==> config.mk <==
export PLATFORM = sky130hd
export DESIGN_NAME = fetch_stage
export DESIGN_NICKNAME = d
export VERILOG_FILES = /design/src/rtl/fetch_stage_pkg.sv /design/src/rtl/fetch_skid_buf.sv /design/src/rtl/fetch_stage.sv
export SDC_FILE = /design/constraint.sdc
export NUM_CORES = 1
export LEC_CHECK = 0
export CORE_MARGIN = 4
export CORE_UTILIZATION = 50
export CTS_CLUSTER_SIZE = 20
export DETAILED_ROUTE_END_ITERATION = 8
export GPL_TIMING_DRIVEN = 1
export PLACE_DENSITY_LB_ADDON = 0.3
export SYNTH_ARGS = -nofsm -noshare
export SYNTH_HDL_FRONTEND = slang
export SYNTH_SLANG_ARGS = --single-unit
==> constraint.sdc <==
create_clock -name clk -period 5.5 [get_ports clk]
set_input_delay 1.65 -clock clk [delete_from_list [all_inputs] [get_ports clk]]
set_output_delay 1.65 -clock clk [all_outputs]
set_load 0.01 [all_outputs]
==> src/rtl/fetch_stage_pkg.sv <==
// -----------------------------------------------------------------------------
// fetch_stage_pkg
// Shared definitions for the instruction fetch stage: datapath width, the
// bubble instruction, FSM state encoding, RISC-V field positions and the
// IF/ID register update selector.
// -----------------------------------------------------------------------------
package fetch_stage_pkg;

   localparam int XLEN = 32;

   // addi x0,x0,0 -- architectural no-op used as the IF/ID bubble
   localparam logic [XLEN-1:0] NOP_INSTR = 32'h0000_0013;

   // Fetch FSM states (kept as plain constants for compatibility with
   // existing tooling that inspects the state register directly)
   localparam logic [1:0] S_RESET = 2'd0;
   localparam logic [1:0] S_FETCH = 2'd1;
   localparam logic [1:0] S_FULL  = 2'd2;
   localparam logic [1:0] S_REDIR = 2'd3;

   // RISC-V base instruction field positions
   localparam int OPCODE_LSB = 0;
   localparam int OPCODE_MSB = 6;
   localparam int RD_LSB     = 7;
   localparam int RD_MSB     = 11;
   localparam int RS1_LSB    = 15;
   localparam int RS1_MSB    = 19;
   localparam int RS2_LSB    = 20;
   localparam int RS2_MSB    = 24;

   // What the IF/ID register does at the next edge
   typedef enum logic [1:0] {
      ID_HOLD,
      ID_BUBBLE,
      ID_FETCH,
      ID_SKID
   } id_sel_e;

   // Instruction fetches are always word aligned
   function automatic logic [XLEN-1:0] word_align(input logic [XLEN-1:0] addr);
      return {addr[XLEN-1:2], 2'b00};
   endfunction

endpackage

==> src/rtl/fetch_skid_buf.sv <==
// -----------------------------------------------------------------------------
// fetch_skid_buf
// One-entry holding buffer for an instruction word that arrived from memory
// while the pipeline was stalled.
//   clk, rst        clock, asynchronous active-high reset
//   load            capture data_in/pc_in, mark full
//   pop             consume the held entry, mark empty
//   clear           discard the held entry (wins over load and pop)
//   data_in, pc_in  instruction word and its PC
//   full            entry present
//   data, pc        held instruction word and its PC
// -----------------------------------------------------------------------------
module fetch_skid_buf
   import fetch_stage_pkg::*;
(
   input  logic            clk,
   input  logic            rst,
   input  logic            load,
   input  logic            pop,
   input  logic            clear,
   input  logic [XLEN-1:0] data_in,
   input  logic [XLEN-1:0] pc_in,
   output logic            full,
   output logic [XLEN-1:0] data,
   output logic [XLEN-1:0] pc
);

   // NOTE: state is updated with non-blocking assignments so every flop
   // samples pre-edge values regardless of block evaluation order.
   always_ff @(posedge clk or posedge rst) begin
      if (rst) begin
         full <= 1'b0;
      end else if (clear) begin
         full <= 1'b0;
      end else if (load) begin
         full <= 1'b1;
      end else if (pop) begin
         full <= 1'b0;
      end
   end

   // NOTE: the payload has no reset; it is only ever read while full=1, so
   // resetting it would add reset fan-out without changing behaviour.
   always_ff @(posedge clk) begin
      if (load && !clear) begin
         data <= data_in;
         pc   <= pc_in;
      end
   end

endmodule

==> src/rtl/fetch_stage.sv <==
// -----------------------------------------------------------------------------
// fetch_stage
// Instruction fetch stage with IF/ID pipeline register. Issues word fetches
// to instruction memory, absorbs one in-flight word during a stall, and
// handles redirects (jumps) including one that lands while a memory access
// is still outstanding.
//   clk, rst                 clock, asynchronous active-high reset
//   stall_in                 hold IF/ID and PC
//   flush_in                 squash IF/ID and the skid entry
//   jump_in, jump_addr_in    redirect fetch (implies flush)
//   imem_req_out             fetch request
//   imem_addr_out            fetch address, stable while waiting for rdy
//   imem_rdy_in              access complete, imem_data_in valid
//   imem_data_in             fetched instruction word
//   instr_id_out, pc_id_out  IF/ID instruction and its PC
//   valid_id_out             IF/ID holds a real instruction
//   opcode/rd/rs1/rs2_id_out decoded register fields of instr_id_out
// -----------------------------------------------------------------------------
module fetch_stage #(
   parameter logic [fetch_stage_pkg::XLEN-1:0] RESET_PC  = 32'h0000_0000,
   parameter logic [fetch_stage_pkg::XLEN-1:0] NOP_INSTR = fetch_stage_pkg::NOP_INSTR
) (
   input  logic                             clk,
   input  logic                             rst,
   input  logic                             stall_in,
   input  logic                             flush_in,
   input  logic                             jump_in,
   input  logic [fetch_stage_pkg::XLEN-1:0] jump_addr_in,
   output logic                             imem_req_out,
   output logic [fetch_stage_pkg::XLEN-1:0] imem_addr_out,
   input  logic                             imem_rdy_in,
   input  logic [fetch_stage_pkg::XLEN-1:0] imem_data_in,
   output logic [fetch_stage_pkg::XLEN-1:0] instr_id_out,
   output logic [fetch_stage_pkg::XLEN-1:0] pc_id_out,
   output logic                             valid_id_out,
   output logic [6:0]                       opcode_id_out,
   output logic [4:0]                       rd_id_out,
   output logic [4:0]                       rs1_id_out,
   output logic [4:0]                       rs2_id_out
);
   import fetch_stage_pkg::*;

   logic [1:0]      state, state_n;
   logic [XLEN-1:0] pc, pc_n;
   logic [XLEN-1:0] hold_addr, hold_addr_n;  // address of the access being drained in S_REDIR
   id_sel_e         id_sel;
   logic            outstanding;
   logic            skid_load, skid_pop, skid_clear, skid_full;
   logic [XLEN-1:0] skid_data, skid_pc;

   assign imem_req_out  = (state == S_FETCH) || (state == S_REDIR);
   // While draining, the old address stays on the bus; pc already holds the target
   assign imem_addr_out = (state == S_REDIR) ? hold_addr : pc;
   assign outstanding   = imem_req_out && !imem_rdy_in;

   // NOTE: every signal assigned here gets a default first, so no path
   // leaves a value unassigned and no latch is inferred.
   always_comb begin
      state_n     = state;
      pc_n        = pc;
      hold_addr_n = hold_addr;
      id_sel      = ID_HOLD;
      skid_load   = 1'b0;
      skid_pop    = 1'b0;
      skid_clear  = 1'b0;

      if (jump_in) begin
         pc_n       = word_align(jump_addr_in);
         id_sel     = ID_BUBBLE;
         skid_clear = 1'b1;
         if (outstanding) begin
            // A second jump while draining only replaces the target
            if (state == S_FETCH) hold_addr_n = pc;
            state_n = S_REDIR;
         end else begin
            state_n = S_FETCH;
         end
      end else if (flush_in) begin
         // PC is untouched, so a word arriving now is simply refetched later
         id_sel     = ID_BUBBLE;
         skid_clear = 1'b1;
         case (state)
            S_RESET, S_FULL: state_n = S_FETCH;
            S_REDIR:         if (imem_rdy_in) state_n = S_FETCH;
            default:         ;
         endcase
      end else begin
         case (state)
            S_RESET: begin
               state_n = S_FETCH;
               if (!stall_in) id_sel = ID_BUBBLE;
            end
            S_FETCH: begin
               if (imem_rdy_in) begin
                  pc_n = pc + 32'd4;
                  if (stall_in) begin
                     skid_load = 1'b1;
                     state_n   = S_FULL;
                  end else begin
                     id_sel = ID_FETCH;
                  end
               end else if (!stall_in) begin
                  id_sel = ID_BUBBLE;
               end
            end
            S_FULL: begin
               if (!stall_in) begin
                  skid_pop = 1'b1;
                  id_sel   = ID_SKID;
                  state_n  = S_FETCH;
               end
            end
            S_REDIR: begin
               // Returning data belongs to the abandoned path and is dropped
               if (imem_rdy_in) state_n = S_FETCH;
               if (!stall_in)   id_sel  = ID_BUBBLE;
            end
            default: state_n = S_RESET;
         endcase
      end
   end

   always_ff @(posedge clk or posedge rst) begin
      if (rst) begin
         state        <= S_RESET;
         pc           <= RESET_PC;
         hold_addr    <= '0;
         instr_id_out <= NOP_INSTR;
         pc_id_out    <= '0;
         valid_id_out <= 1'b0;
      end else begin
         state     <= state_n;
         pc        <= pc_n;
         hold_addr <= hold_addr_n;
         case (id_sel)
            ID_BUBBLE: begin
               instr_id_out <= NOP_INSTR;
               valid_id_out <= 1'b0;
            end
            ID_FETCH: begin
               instr_id_out <= imem_data_in;
               pc_id_out    <= pc;
               valid_id_out <= 1'b1;
            end
            ID_SKID: begin
               instr_id_out <= skid_data;
               pc_id_out    <= skid_pc;
               valid_id_out <= 1'b1;
            end
            default: ;
         endcase
      end
   end

   fetch_skid_buf u_skid (
      .clk     (clk),
      .rst     (rst),
      .load    (skid_load),
      .pop     (skid_pop),
      .clear   (skid_clear),
      .data_in (imem_data_in),
      .pc_in   (pc),
      .full    (skid_full),
      .data    (skid_data),
      .pc      (skid_pc)
   );

   assign opcode_id_out = instr_id_out[OPCODE_MSB:OPCODE_LSB];
   assign rd_id_out     = instr_id_out[RD_MSB:RD_LSB];
   assign rs1_id_out    = instr_id_out[RS1_MSB:RS1_LSB];
   assign rs2_id_out    = instr_id_out[RS2_MSB:RS2_LSB];

endmodule

==> out/metrics.yaml <==
tightest_slew_ps: 1340
grt_pass1_vias: 6004
wirelength_um: 19900
slew_violations: 0
final_hold_viol_count: 0
synthesis.area_mm2: 0.00825
gp_congestion: 0.800
cts-htree-levels: 4
grt_pass1_wl_um: 31300
drive_gt1_share_pct: 13.2
max_stage_delay_ps: 840
grt_overflow: 0
vdd_drop_max_v: 0.000244
ys_seq_area_share_pct: 60.5
cts_resized: 0
area_growth_pct: 29.4
clock_latency_ps: 430
place_area_mm2: 0.0101
critical_path.slowest_cell: "ha_2"
fin_skew_ps: 11.3
synthCells: 679
synth_seq_cells: 187
synth_edf_count: 62
routedWlPerCell_um: 18.8
synth-async-reset-ratio_pct: 66.8
stdcell_area_mm2: 0.0107
dp.cells: 1022
die_h_um: 136
dp_hpwl_um: 13100
setup_viol: 0
cts-root-buf: "clkbuf_16"
min_period_ps: 4280
synth_cell_types: 45
grt_usage_pct: 21.5
start_kind: "register"
cts_buffers: 17
criticalPathCategory: "register to primary output"
crit_arrival_ps: 2630
fin_cells: 1054
die-area_mm2: 0.0186
start_util_pct: 51.6
fin_crit_sh_pct: 77.9
post_cts_buffers: 0
num_antenna_cells: 0
antenna_found_initial: 0
status: "finished clean"
multi_input_area_mm2: 0.00278
leakagePower_nw: 4.48
yosysWarnings: 0
cp.required_ps: 3850
cts.path.max_buffers: 2
placeableCoreArea_mm2: 0.0160
num_io_pins: 190
vias: 5865
numClockSinks: 187
p_per_area_mw_per_mm2: 413
rows: 46
crit_path_end_kind: "primary output"
tritoncts: "yes"
fin_hold_ws_ps: 481
grt_setup_unrepaired: "false"
crit_fanout: 35
fin_nets: 900
drt_iter0_markers: 453
route.detailed.drc: 0
num-fill-cells: 1219
drv_cap: 0
synthFlopType: "dfrtp_1"
hold_class: "register to register"
setup_tns_ps: 0
ff_latch_area_mm2: 0.00499
route.antenna.remaining_nets: 0
grt_max_degree: 66
drt-vias-per-instance: 5.56
max_slew_margin_pct: 10.8
dr.pass1.iters: 8
io_buffers: 183
path_clk_slew_ps: 70
max_freq_mhz: 234
crit_path_cell_trace: "ha_2 -> mux2_2 -> clkdlybuf4s50_1"
hold_buffers: 0
synth.avg_cell_area_um2: 12.2
die_w_um: 136
critical path, delay by kind of cell, from the launching register on:
family | cells | cell delay, ps
adders and majority gates | 1 | 840
buffers and inverters | 1 | 510
DFF | 1 | 430
muxes | 1 | 420
cell families (layout without fill, tap and decap cells):
| kind of cell | after synthesis | count (layout) | synth area share, % |
|---|---|---|---|
| flip-flops | 187 | 187 | 60.5 |
| buffers and inverters | 104 | 260 | 6.20 |
| adder cells (fa/ha/maj) | 5 | 5 | 0.758 |
| multiplexers | 86 | 86 | 11.3 |
| AO/OA/AOI/OAI | 114 | 114 | 9.22 |
| other | 1 | 4 | 0.0454 |
| XOR/XNOR | 28 | 28 | 2.97 |
| AND/OR/NAND/NOR | 154 | 154 | 9.04 |
cells in the final DEF (no fill, tap or decap), drive strengths merged, types with 4 or more instances in the layout:
master         instances
a21oi                 32
a222oi                26
buf                   10
clkbuf                20
clkdlybuf4s50        182
clkinv                 7
conb                   4
dfrtp                122
edfxtp                62
ha                     5
inv                   38
mux2                  54
mux2i                 32
nand2                 59
nand3                 14
nand4                 15
nor2                  36
nor3                   9
nor4                   6
o21ai                 40
xnor2                  5
xor2                  23
layout make-up:
class,instances,area share [%]
clock buffers,20,4.28
clock inverters,12,1.29
inverters,36,1.31
multi-input cells,391,26.0
flip-flops and latches,187,46.8
well taps,216,2.53
repair buffers,192,17.9
sequential cells by signal, summed over array words and instances (netlist names):
register,count
instr_id_out,32
u_skid.data,32
hold_addr,30
pc,30
pc_id_out,30
u_skid.pc,30
state,2
valid_id_out,1
metrics by stage:
stage / power, mW / worst slack (ps) / utilization (%)
after CTS: 4.45 / 1180 / 66.8
after floorplan: 2.56 / 366 / -
final: 4.41 / 1220 / 66.8
after detailed placement: 3.22 / 1350 / 63.0
after global placement: 3.17 / 1420 / 63.0
after global routing: 4.63 / 1100 / 66.8
power by group:
group          internal, mW  switching (mW)  leakage [nW]
clock                 0.698           0.527         0.289
sequential             1.72           0.179          2.11
combinational         0.719           0.570          2.09
total                  3.13            1.28          4.48
synthesized netlist by cell type, types with 13 or more instances:
| cell | n | area, µm² |
|---|---|---|
| dfrtp_1 | 122 | 3050 |
| edfxtp_1 | 62 | 1860 |
| nand2_1 | 59 | 221 |
| mux2_2 | 54 | 608 |
| inv_1 | 36 | 135 |
| nor2_1 | 36 | 135 |
| a21oi_1 | 32 | 160 |
| mux2i_1 | 32 | 320 |
| o21ai_0 | 31 | 155 |
| buf_4 | 28 | 210 |
| a222oi_1 | 26 | 260 |
| clkbuf_1 | 25 | 93.8 |
| xor2_1 | 23 | 201 |
| nand4_1 | 15 | 93.8 |
| buf_2 | 13 | 65.1 |
| nand3_1 | 13 | 65.1 |
routing by layer:
metal | up-vias | part of all wire [%] | track usage, %
li1 | 2706 | - | -
met2 | 195 | 49 | 34.7
met3 | 20 | 6.0 | 3.96
met1 | 2944 | 43 | 30.0
met5 | - | 0 | 0
met4 | 0 | 1.3 | 6.27
worst paths after layout:
check / startpoint / slack (ps) / depth (start not counted) / to
min: hold_addr[24]$_DFFE_PP0P_ / 480 / 2 / hold_addr[24]$_DFFE_PP0P_
min reg2reg: hold_addr[24]$_DFFE_PP0P_ / 480 / 2 / hold_addr[24]$_DFFE_PP0P_
max: state[0]$_DFFE_PP0P_ / 1220 / 3 / imem_addr_out[2]
min in group asynchronous: rst / 1610 / 2 / pc_id_out[5]$_DFFE_PP0P_
max in group asynchronous: rst / 2900 / 3 / pc[12]$_DFFE_PP0P_
max reg2reg: state[0]$_DFFE_PP0P_ / 2950 / 5 / instr_id_out[29]$_DFFE_PP0P_
Power figures use the tool's default switching activity.
